File: src/rtl/uart_frame_reader_pkg.sv
// rtl/uart_frame_reader_pkg.sv - shared frame defaults and reader FSM state encoding
package uart_frame_reader_pkg;

  localparam int          DEF_ADDR_W   = 16;
  localparam int          DEF_DATA_W   = 8;
  localparam int          DEF_HDR_LEN  = 16;
  localparam logic [7:0]  DEF_HDR_BYTE = 8'hAA;

  typedef enum logic [2:0] {
    ST_IDLE  = 3'd0,
    ST_HDR   = 3'd1,
    ST_HWAIT = 3'd2,
    ST_RD    = 3'd3,
    ST_LAT   = 3'd4,
    ST_TWAIT = 3'd5,
    ST_DONE  = 3'd6
  } rd_state_t;

endpackage

File: src/rtl/uart_frame_reader_if.sv
// rtl/uart_frame_reader_if.sv - frame RAM read port plus UART transmitter handshake
interface uart_frame_reader_if #(
  parameter int ADDR_W = 16,
  parameter int DATA_W = 8
) ();

  logic [ADDR_W-1:0] rd_addr;
  logic              rd_en;
  logic [DATA_W-1:0] rd_data;
  logic [DATA_W-1:0] tx_data;
  logic              tx_start;
  logic              tx_done;

  modport master (
    output rd_addr, rd_en, tx_data, tx_start,
    input  rd_data, tx_done
  );

  modport slave (
    input  rd_addr, rd_en, tx_data, tx_start,
    output rd_data, tx_done
  );

endinterface

File: src/rtl/uart_frame_reader_start_edge_det.sv
// rtl/uart_frame_reader_start_edge_det.sv - single-flop rising-edge detector for the start level
module start_edge_det (
  input  logic clk,
  input  logic rst_n,
  input  logic d,
  output logic rise
);

  logic d_q;

  always_ff @(posedge clk) begin
    if (!rst_n) d_q <= 1'b0;
    else        d_q <= d;
  end

  assign rise = d & ~d_q;

endmodule

File: src/rtl/uart_frame_reader.sv
// rtl/uart_frame_reader.sv - streams one RAM frame into the UART transmitter, one byte in flight
// Build option READER_PREAMBLE_EN: prefix each frame with HDR_LEN copies of HDR_BYTE.
module uart_frame_reader
  import uart_frame_reader_pkg::*;
#(
  parameter int ADDR_W     = DEF_ADDR_W,
  parameter int DATA_W     = DEF_DATA_W,
  parameter int RD_LATENCY = 1
`ifdef READER_PREAMBLE_EN
  ,
  parameter int                HDR_LEN  = DEF_HDR_LEN,
  parameter logic [DATA_W-1:0] HDR_BYTE = DATA_W'(DEF_HDR_BYTE)
`endif
) (
  input  logic                 clk,
  input  logic                 rst_n,
  input  logic                 start,
  uart_frame_reader_if.master  bus,
  output logic                 busy,
  output logic                 done
);

  rd_state_t         state;
  logic [ADDR_W-1:0] rd_addr_q;
  logic [DATA_W-1:0] tx_data_q;
  logic              rd_en_q;
  logic              tx_start_q;
  logic [1:0]        lat_cnt;
  logic              start_rise;

`ifdef READER_PREAMBLE_EN
  localparam int HDR_W = $clog2(HDR_LEN + 1);
  logic [HDR_W-1:0] hdr_cnt;
`endif

  start_edge_det u_start_edge (
    .clk   (clk),
    .rst_n (rst_n),
    .d     (start),
    .rise  (start_rise)
  );

  assign bus.rd_addr  = rd_addr_q;
  assign bus.rd_en    = rd_en_q;
  assign bus.tx_data  = tx_data_q;
  assign bus.tx_start = tx_start_q;

  always_ff @(posedge clk) begin
    if (!rst_n) begin
      state      <= ST_IDLE;
      rd_addr_q  <= '0;
      rd_en_q    <= 1'b0;
      tx_data_q  <= '0;
      tx_start_q <= 1'b0;
      busy       <= 1'b0;
      done       <= 1'b0;
      lat_cnt    <= '0;
`ifdef READER_PREAMBLE_EN
      hdr_cnt    <= '0;
`endif
    end else begin
      rd_en_q    <= 1'b0;
      tx_start_q <= 1'b0;
      case (state)
        ST_IDLE, ST_DONE: begin
          if (start_rise) begin
            done      <= 1'b0;
            busy      <= 1'b1;
            rd_addr_q <= '0;
`ifdef READER_PREAMBLE_EN
            hdr_cnt   <= '0;
            state     <= ST_HDR;
`else
            state     <= ST_RD;
`endif
          end
        end
`ifdef READER_PREAMBLE_EN
        ST_HDR: begin
          tx_data_q  <= HDR_BYTE;
          tx_start_q <= 1'b1;
          state      <= ST_HWAIT;
        end
        ST_HWAIT: begin
          if (bus.tx_done) begin
            if (hdr_cnt == HDR_W'(HDR_LEN - 1)) begin
              state <= ST_RD;
            end else begin
              hdr_cnt <= hdr_cnt + 1'b1;
              state   <= ST_HDR;
            end
          end
        end
`endif
        ST_RD: begin
          rd_en_q <= 1'b1;
          lat_cnt <= '0;
          state   <= ST_LAT;
        end
        // The strobe itself takes one cycle, so data is sampled RD_LATENCY cycles after it drops.
        ST_LAT: begin
          if (lat_cnt == 2'(RD_LATENCY)) begin
            tx_data_q  <= bus.rd_data;
            tx_start_q <= 1'b1;
            state      <= ST_TWAIT;
          end else begin
            lat_cnt <= lat_cnt + 1'b1;
          end
        end
        ST_TWAIT: begin
          if (bus.tx_done) begin
            if (rd_addr_q == '1) begin
              rd_addr_q <= '0;
              busy      <= 1'b0;
              done      <= 1'b1;
              state     <= ST_DONE;
            end else begin
              rd_addr_q <= rd_addr_q + 1'b1;
              state     <= ST_RD;
            end
          end
        end
        default: state <= ST_IDLE;
      endcase
    end
  end

endmodule

File: src/flat_wrapper.sv
// flat-port wrapper written by rule: the top's interface ports become plain ports
module uart_frame_reader_flat import uart_frame_reader_pkg::*;
#(
  parameter int ADDR_W     = DEF_ADDR_W,
  parameter int DATA_W     = DEF_DATA_W,
  parameter int RD_LATENCY = 1

)
  (clk, rst_n, start, busy, done, bus_rd_addr, bus_rd_en, bus_tx_data, bus_tx_start, bus_rd_data, bus_tx_done);
  uart_frame_reader_if #(.ADDR_W(ADDR_W), .DATA_W(DATA_W)) bus_i ();
  input  logic clk;
  input  logic rst_n;
  input  logic start;
  output logic busy;
  output logic done;
  output wire logic [$bits(bus_i.rd_addr)-1:0] bus_rd_addr;
  output wire logic [$bits(bus_i.rd_en)-1:0] bus_rd_en;
  output wire logic [$bits(bus_i.tx_data)-1:0] bus_tx_data;
  output wire logic [$bits(bus_i.tx_start)-1:0] bus_tx_start;
  input wire logic [$bits(bus_i.rd_data)-1:0] bus_rd_data;
  input wire logic [$bits(bus_i.tx_done)-1:0] bus_tx_done;
  assign bus_rd_addr = bus_i.rd_addr;
  assign bus_rd_en = bus_i.rd_en;
  assign bus_tx_data = bus_i.tx_data;
  assign bus_tx_start = bus_i.tx_start;
  assign bus_i.rd_data = bus_rd_data;
  assign bus_i.tx_done = bus_tx_done;
  uart_frame_reader #(.ADDR_W(ADDR_W), .DATA_W(DATA_W), .RD_LATENCY(RD_LATENCY)) u_core (.clk(clk), .rst_n(rst_n), .start(start), .bus(bus_i), .busy(busy), .done(done));
endmodule
File: config.mk
export PLATFORM = sky130hd
export DESIGN_NAME = uart_frame_reader_flat
export DESIGN_NICKNAME = d
export VERILOG_FILES = /design/src/rtl/uart_frame_reader_pkg.sv /design/src/rtl/uart_frame_reader_if.sv /design/src/rtl/uart_frame_reader_start_edge_det.sv /design/src/rtl/uart_frame_reader.sv /design/src/flat_wrapper.sv
export SDC_FILE = /design/constraint.sdc
export NUM_CORES = 1
export LEC_CHECK = 0
export CORE_MARGIN = 2
export CORE_UTILIZATION = 40
export DETAILED_ROUTE_END_ITERATION = 16
export GPL_ROUTABILITY_DRIVEN = 1
export PLACE_DENSITY_LB_ADDON = 0.2
export SETUP_SLACK_MARGIN = 0.02
export SLEW_MARGIN = 20
export SYNTH_ARGS = -nofsm -noshare
export SYNTH_HDL_FRONTEND = slang
export SYNTH_SLANG_ARGS = --single-unit
export TNS_END_PERCENT = 100
File: constraint.sdc
create_clock -name clk -period 1.85 [get_ports clk]
set_input_delay 0.185 -clock clk [delete_from_list [all_inputs] [get_ports clk]]
set_output_delay 0.185 -clock clk [all_outputs]
set_load 0.05 [all_outputs]
# Word level (Yosys, flattened, before mapping)
# Index checks and enable logic that the tools add are counted.
# totals
register_bits	34
inputBits	12
output_inout_bits	28
wordCells	55
# classes
addsub	2
n_eq_ne	11
muxes	21
bitwise	2
reduce_logical	10
# ops
op	n
$mux W16	3
$pmux W16 S2	1
$add A16 B1 Y16 const B	1
$eq A16 B16 Y1 const B	1
$mux W3	4
$pmux W3 S4	1
$eq A3 B3 Y1 const B	3
$mux W1	8
$ne A2 B1 Y1 const B	3
$reduce_and A2 Y1	3
$reduce_and A3 Y1	2
$ne A2 B2 Y1 const B	2
$pmux W1 S2	2
$pmux W2 S2	1
$reduce_and A4 Y1	1
$reduce_bool A2 Y1	2
$eq A3 B2 Y1 const B	1
$logic_not A3 Y1	1
$add A2 B1 Y2 const B	1
$eq A2 B1 Y1 const B	1
$mux W2	1
$reduce_or A2 Y1	1
$and A1 B1 Y1	1
$not A1 Y1	1

# Longest topological paths before layout
# logic_depth
word_depth	4
ltp_mapped	7
depth_no_buf	6

# Cells and area by module
# A second synthesis with hierarchy kept.
# hier_totals
cells_unflattened	199
hier_area_um2	1765.4
# modules_own_cells
module	n_inst	cells_each	area_each_um2	seq_area_each_um2
uart_frame_reader	1	196	1725.4	660.6
start_edge_det	1	3	40.0	20.0

# Worst setup path after synthesis
# No wires, ideal clock.
# synth_timing
path_type	register -> register
startpoint	register u_core.rd_addr_q[0] (netlist: u_core.bus.rd_addr[0])
endpoint	register u_core.rd_addr_q[9] (netlist: u_core.bus.rd_addr[9])
setup_ps	115
t_arrival_ps	1979
required_ps	1735
slack_ps	-244
stages_incl_launch_ff	7
n_path_buf	0
period_less_slack_ps	2094
cell_sequence	dfxtp_1 ha_1 nand4_1 nor4_4 a311oi_1 o21a_1 o21a_1
# synth_between
elab_chain_cells	4
word_cells_on_any_way	5
classes_between	add/sub: 1; eq/ne: 1; mux: 3
# synth_lines
item	line_no	rtl
start, declared	uart_frame_reader.sv:24	logic [ADDR_W-1:0] rd_addr_q;
start signal, assigned	uart_frame_reader.sv:118	rd_addr_q <= rd_addr_q + 1'b1;
$add A16 B1 Y16 or $eq A16 B16 Y1 (tied branches)	uart_frame_reader.sv:118, uart_frame_reader.sv:112	
$mux W16 (*)	uart_frame_reader.sv:112	if (rd_addr_q == '1) begin
$mux W16 (*)	uart_frame_reader.sv:111	if (bus.tx_done) begin
$pmux W16 S2 (*)	uart_frame_reader.sv:64	case (state)
# Every way passes the cells marked *; elsewhere a longest branch is shown, timed or not. The select of a mux whose other input is x is not followed.
# A chain may end at the register's enable or synchronous reset.

# Worst setup path in the final report
# layout_timing
startpoint	register u_core.rd_addr_q[10] (netlist: u_core.bus.rd_addr[10])
endpoint	output bus_rd_addr[10]
# layout_lines
item	line_no	rtl
end, declared	flat_wrapper.sv:16	output wire logic [$bits(bus_i.rd_addr)-1:0] bus_rd_addr;
# No word-level cell between the ends.

==> flow_summary.json <==
{
  "status": "finished, final reports clean",
  "cp_slowest_stage_delay_ns": 0.85,
  "cts_buffer_depth": 2,
  "root_buffer": "clkbuf_8",
  "dr_wl_met2_mm": 1.81,
  "final_nets": 267,
  "leakage_nw": 0.860,
  "syn_inst": 203,
  "cts.sinks": 34,
  "detail-route-antenna-nets": 0,
  "highest_layer": "met4",
  "internal-power_mw": 1.34,
  "cpMaxStageDelayCell": "clkdlybuf4s50_1",
  "holdPathEnd": "u_core.bus.tx_data[4]$_SDFFE_PN0P_",
  "drc": 0,
  "cap_violations": 0,
  "dieArea_mm2": 0.00496,
  "drt-met1-wl_mm": 2.11,
  "seq_area_frac_synth_pct": 38.6,
  "grt_usage_pct": 17.2,
  "crit_required_ns": 1.66,
  "worstRegToRegCells": 7,
  "syn-num-nets": 217,
  "timing.fmax_ghz": 0.562,
  "switching_share_pct": 22.1,
  "yosysTopAreaCell": "dfxtp_1",
  "min_period_ns": 1.78,
  "rows": 24,
  "synthTopCellsByArea": "dfxtp_1 (39%), nand2_1 (6.4%), a21oi_1 (5.4%)",
  "drtIter0Drc": 107,
  "cts_made_buffers": 5,
  "cp.depth": 1,
  "regToRegEndpoint": "u_core.bus.rd_addr[3]$_SDFFE_PN0P_",
  "grt_max_degree": 20,
  "routed_wl_mm": 4.21,
  "ys_types": 55,
  "postCtsHoldBufs": 0,
  "cp-start-kind": "flop",
  "clkPwrFrac_pct": 48.5,
  "yosys_register_bits": 34,
  "synth.avg_cell_area_um2": 8.70,
  "setup_viol": 0,
  "drtPass1Iterations": 4,
  "total_power_mw": 1.72,
  "mostFrequentLayoutCell": "clkdlybuf4s50_1",
  "netSwitchingPower_uw": 380,
  "grt_first_pass_wirelength_mm": 6.84,
  "ys_async_sr_fraction_pct": 0,
  "ys_warn_count": 0,
  "path_buf_inv": 1,
  "skew_ns": 0.00490,
  "crit_arrival_ns": 1.60,
  "avgViaCountPerCell": 5.43,
  "cts_tree": "yes",
  "detailroute.via_count": 1662,
  "fin_crit_sh_pct": 96.2,
  "routedWlPerCell_um": 13.8,
  "dp_hpwl_mm": 2.95,
  "hold_violations": 0,
  "mostFrequentLayoutCells": "clkdlybuf4s50_1 (38), nand2_1 (30), dfxtp_1 (23), a21oi_1 (19), nor2_1 (15)",
  "slew_headroom_pct": 65.3,
  "crit_family": "buffers and inverters",
  "path_clk_slew_ns": 0.08,
  "path_cells": "clkdlybuf4s50_1",
  "die_h_um": 70.4,
  "p_comb_share_pct": 8.1,
  "insertedDiodeCount": 0,
  "io_buffers": 39,
  "pwr-share-seq_pct": 43.3,
  "power_density_mw_per_mm2": 707,
  "critPathMaxFanout": 6,
  "grt_overflow": 0,
  "die_x_um": 70.4,
  "rsz0062_at_grt": "no",
  "tightestPinTransition_ns": 0.518,
  "area_delta_synth_final_pct": 37.6,
  "yosysTopAreaCellShare_pct": 38.6,
  "worstSkewPairLatency_ns": 0.29,
  "reg2reg_from": "u_core.bus.rd_addr[0]$_SDFFE_PN0P_",
  "rrSetupSlack_ns": 0.15,
  "core_mm2": 0.00429,
  "initial_utilization_pct": 41.1,
  "hold_depth": 3,
  "antenna_found_initial": 0,
  "path_class": "reg2out",
  "finalSetupTns_ns": 0,
  "synth_ff_type": "dfxtp_1",
  "max-vdd-ir-drop_mv": 0.451,
  "gp_congestion": 0.798,
  "slew_violations": 0,
  "grt_pass1_vias": 1534,
  "hp-start": "bus_rd_data[4]",
  "drive_gt1_share_pct": 21.7,
  "cp-end-kind": "output port",
  "hp-class": "in2reg",
  "synth_edf_count": 0,
  "met3_length_um": 208,
  "htreeDepth": 2,
  "syn_area_mm2": 0.00177,
  "pin_count": 40
}
## logic make-up after synthesis
kind of cell | synth area share [%]
and+or+nand+nor | 32.6
AOI/OAI and AO/OA | 20.9
DFF | 38.6
buffers and inverters | 3.26
xor gates and xnor gates | 1.98
muxes | 1.28
adders and majority gates | 1.42
## power by group through the flow
stage	combinational, mW	clock (mW)	sequential (mW)
after CTS	0.141	0.846	0.745
after global routing	0.153	0.880	0.746
final	0.140	0.834	0.745
after floorplan	0.0745	0	0.774
after detailed placement	0.139	0	0.762
after global placement	0.139	0	0.762
## final cells by class
class / instances / area, µm²
clock inverters: 3 / 68.8
fillers: 403 / 1860
multi-input cells: 159 / 1030
well taps: 52 / 65.1
repair buffers: 51 / 490
clock buffers: 5 / 68.8
flip-flops and latches: 34 / 699
inverters: 2 / 7.51
## Yosys cell counts (3+ instances only)
cell type  count
nand4_1        5
a21oi_1       19
nand3_1        7
nor2b_1        4
nor3_1         3
xnor2_1        4
o21a_1         9
nor4_1         5
o21ai_1        4
o21ai_0        4
and3_1         3
clkbuf_1       3
nand2_1       30
and2_1         3
nor2_1        15
dfxtp_1       34
## metrics by stage
step / std cells / hold slack (ns) / util [%] / worst slack, ns / instance area (µm²)
floorplan: 203 / 0.307 / - / 0.0367 / 1780
global placement: 298 / 0.442 / 53.3 / 0.0499 / 2290
detailed placement: 298 / 0.450 / 53.3 / -0.0200 / 2290
CTS: 306 / 0.438 / 56.5 / 0.0732 / 2430
global route: 306 / 0.440 / 56.6 / 0.0407 / 2430
finish: 306 / 0.439 / 56.6 / 0.0698 / 2430
## repair_timing
action	4_1_cts	5_1_grt
buffers inserted	0	0
gates resized for setup	0	1
endpoints found under the setup margin	0	6
## sequential cells by signal (all words and copies together), names as in the netlist
signal and cells:
u_core.u_start_edge.d_q 1, u_core.lat_cnt 2, u_core.state 3, u_core.bus.rd_en 1
u_core.bus.rd_addr 16, u_core.bus.tx_start 1, u_core.bus.tx_data 8, u_core.busy 1
u_core.done 1
## layer usage
metal / GRT usage, % / up-vias
li1: - / 843
met1: 22.6 / 774
met2: 26.8 / 37
met3: 4.62 / 8
met4: 6.41 / 0
met5: 0 / -
## how the worst max path moves through the flow
stage	start	endpoint	slack, ns
global placement	start	u_core.bus.rd_addr[12]$_SDFFE_PN0P_	0.05
detailed placement	start	u_core.bus.rd_addr[12]$_SDFFE_PN0P_	-0.02
CTS	u_core.bus.rd_addr[10]$_SDFFE_PN0P_	bus_rd_addr[10]	0.07
global route	u_core.bus.rd_addr[10]$_SDFFE_PN0P_	bus_rd_addr[10]	0.04
floorplan	u_core.bus.rd_addr[7]$_SDFFE_PN0P_	u_core.bus.rd_addr[9]$_SDFFE_PN0P_	0.04
finish	u_core.bus.rd_addr[10]$_SDFFE_PN0P_	bus_rd_addr[10]	0.07
Power figures use the tool's default switching activity.
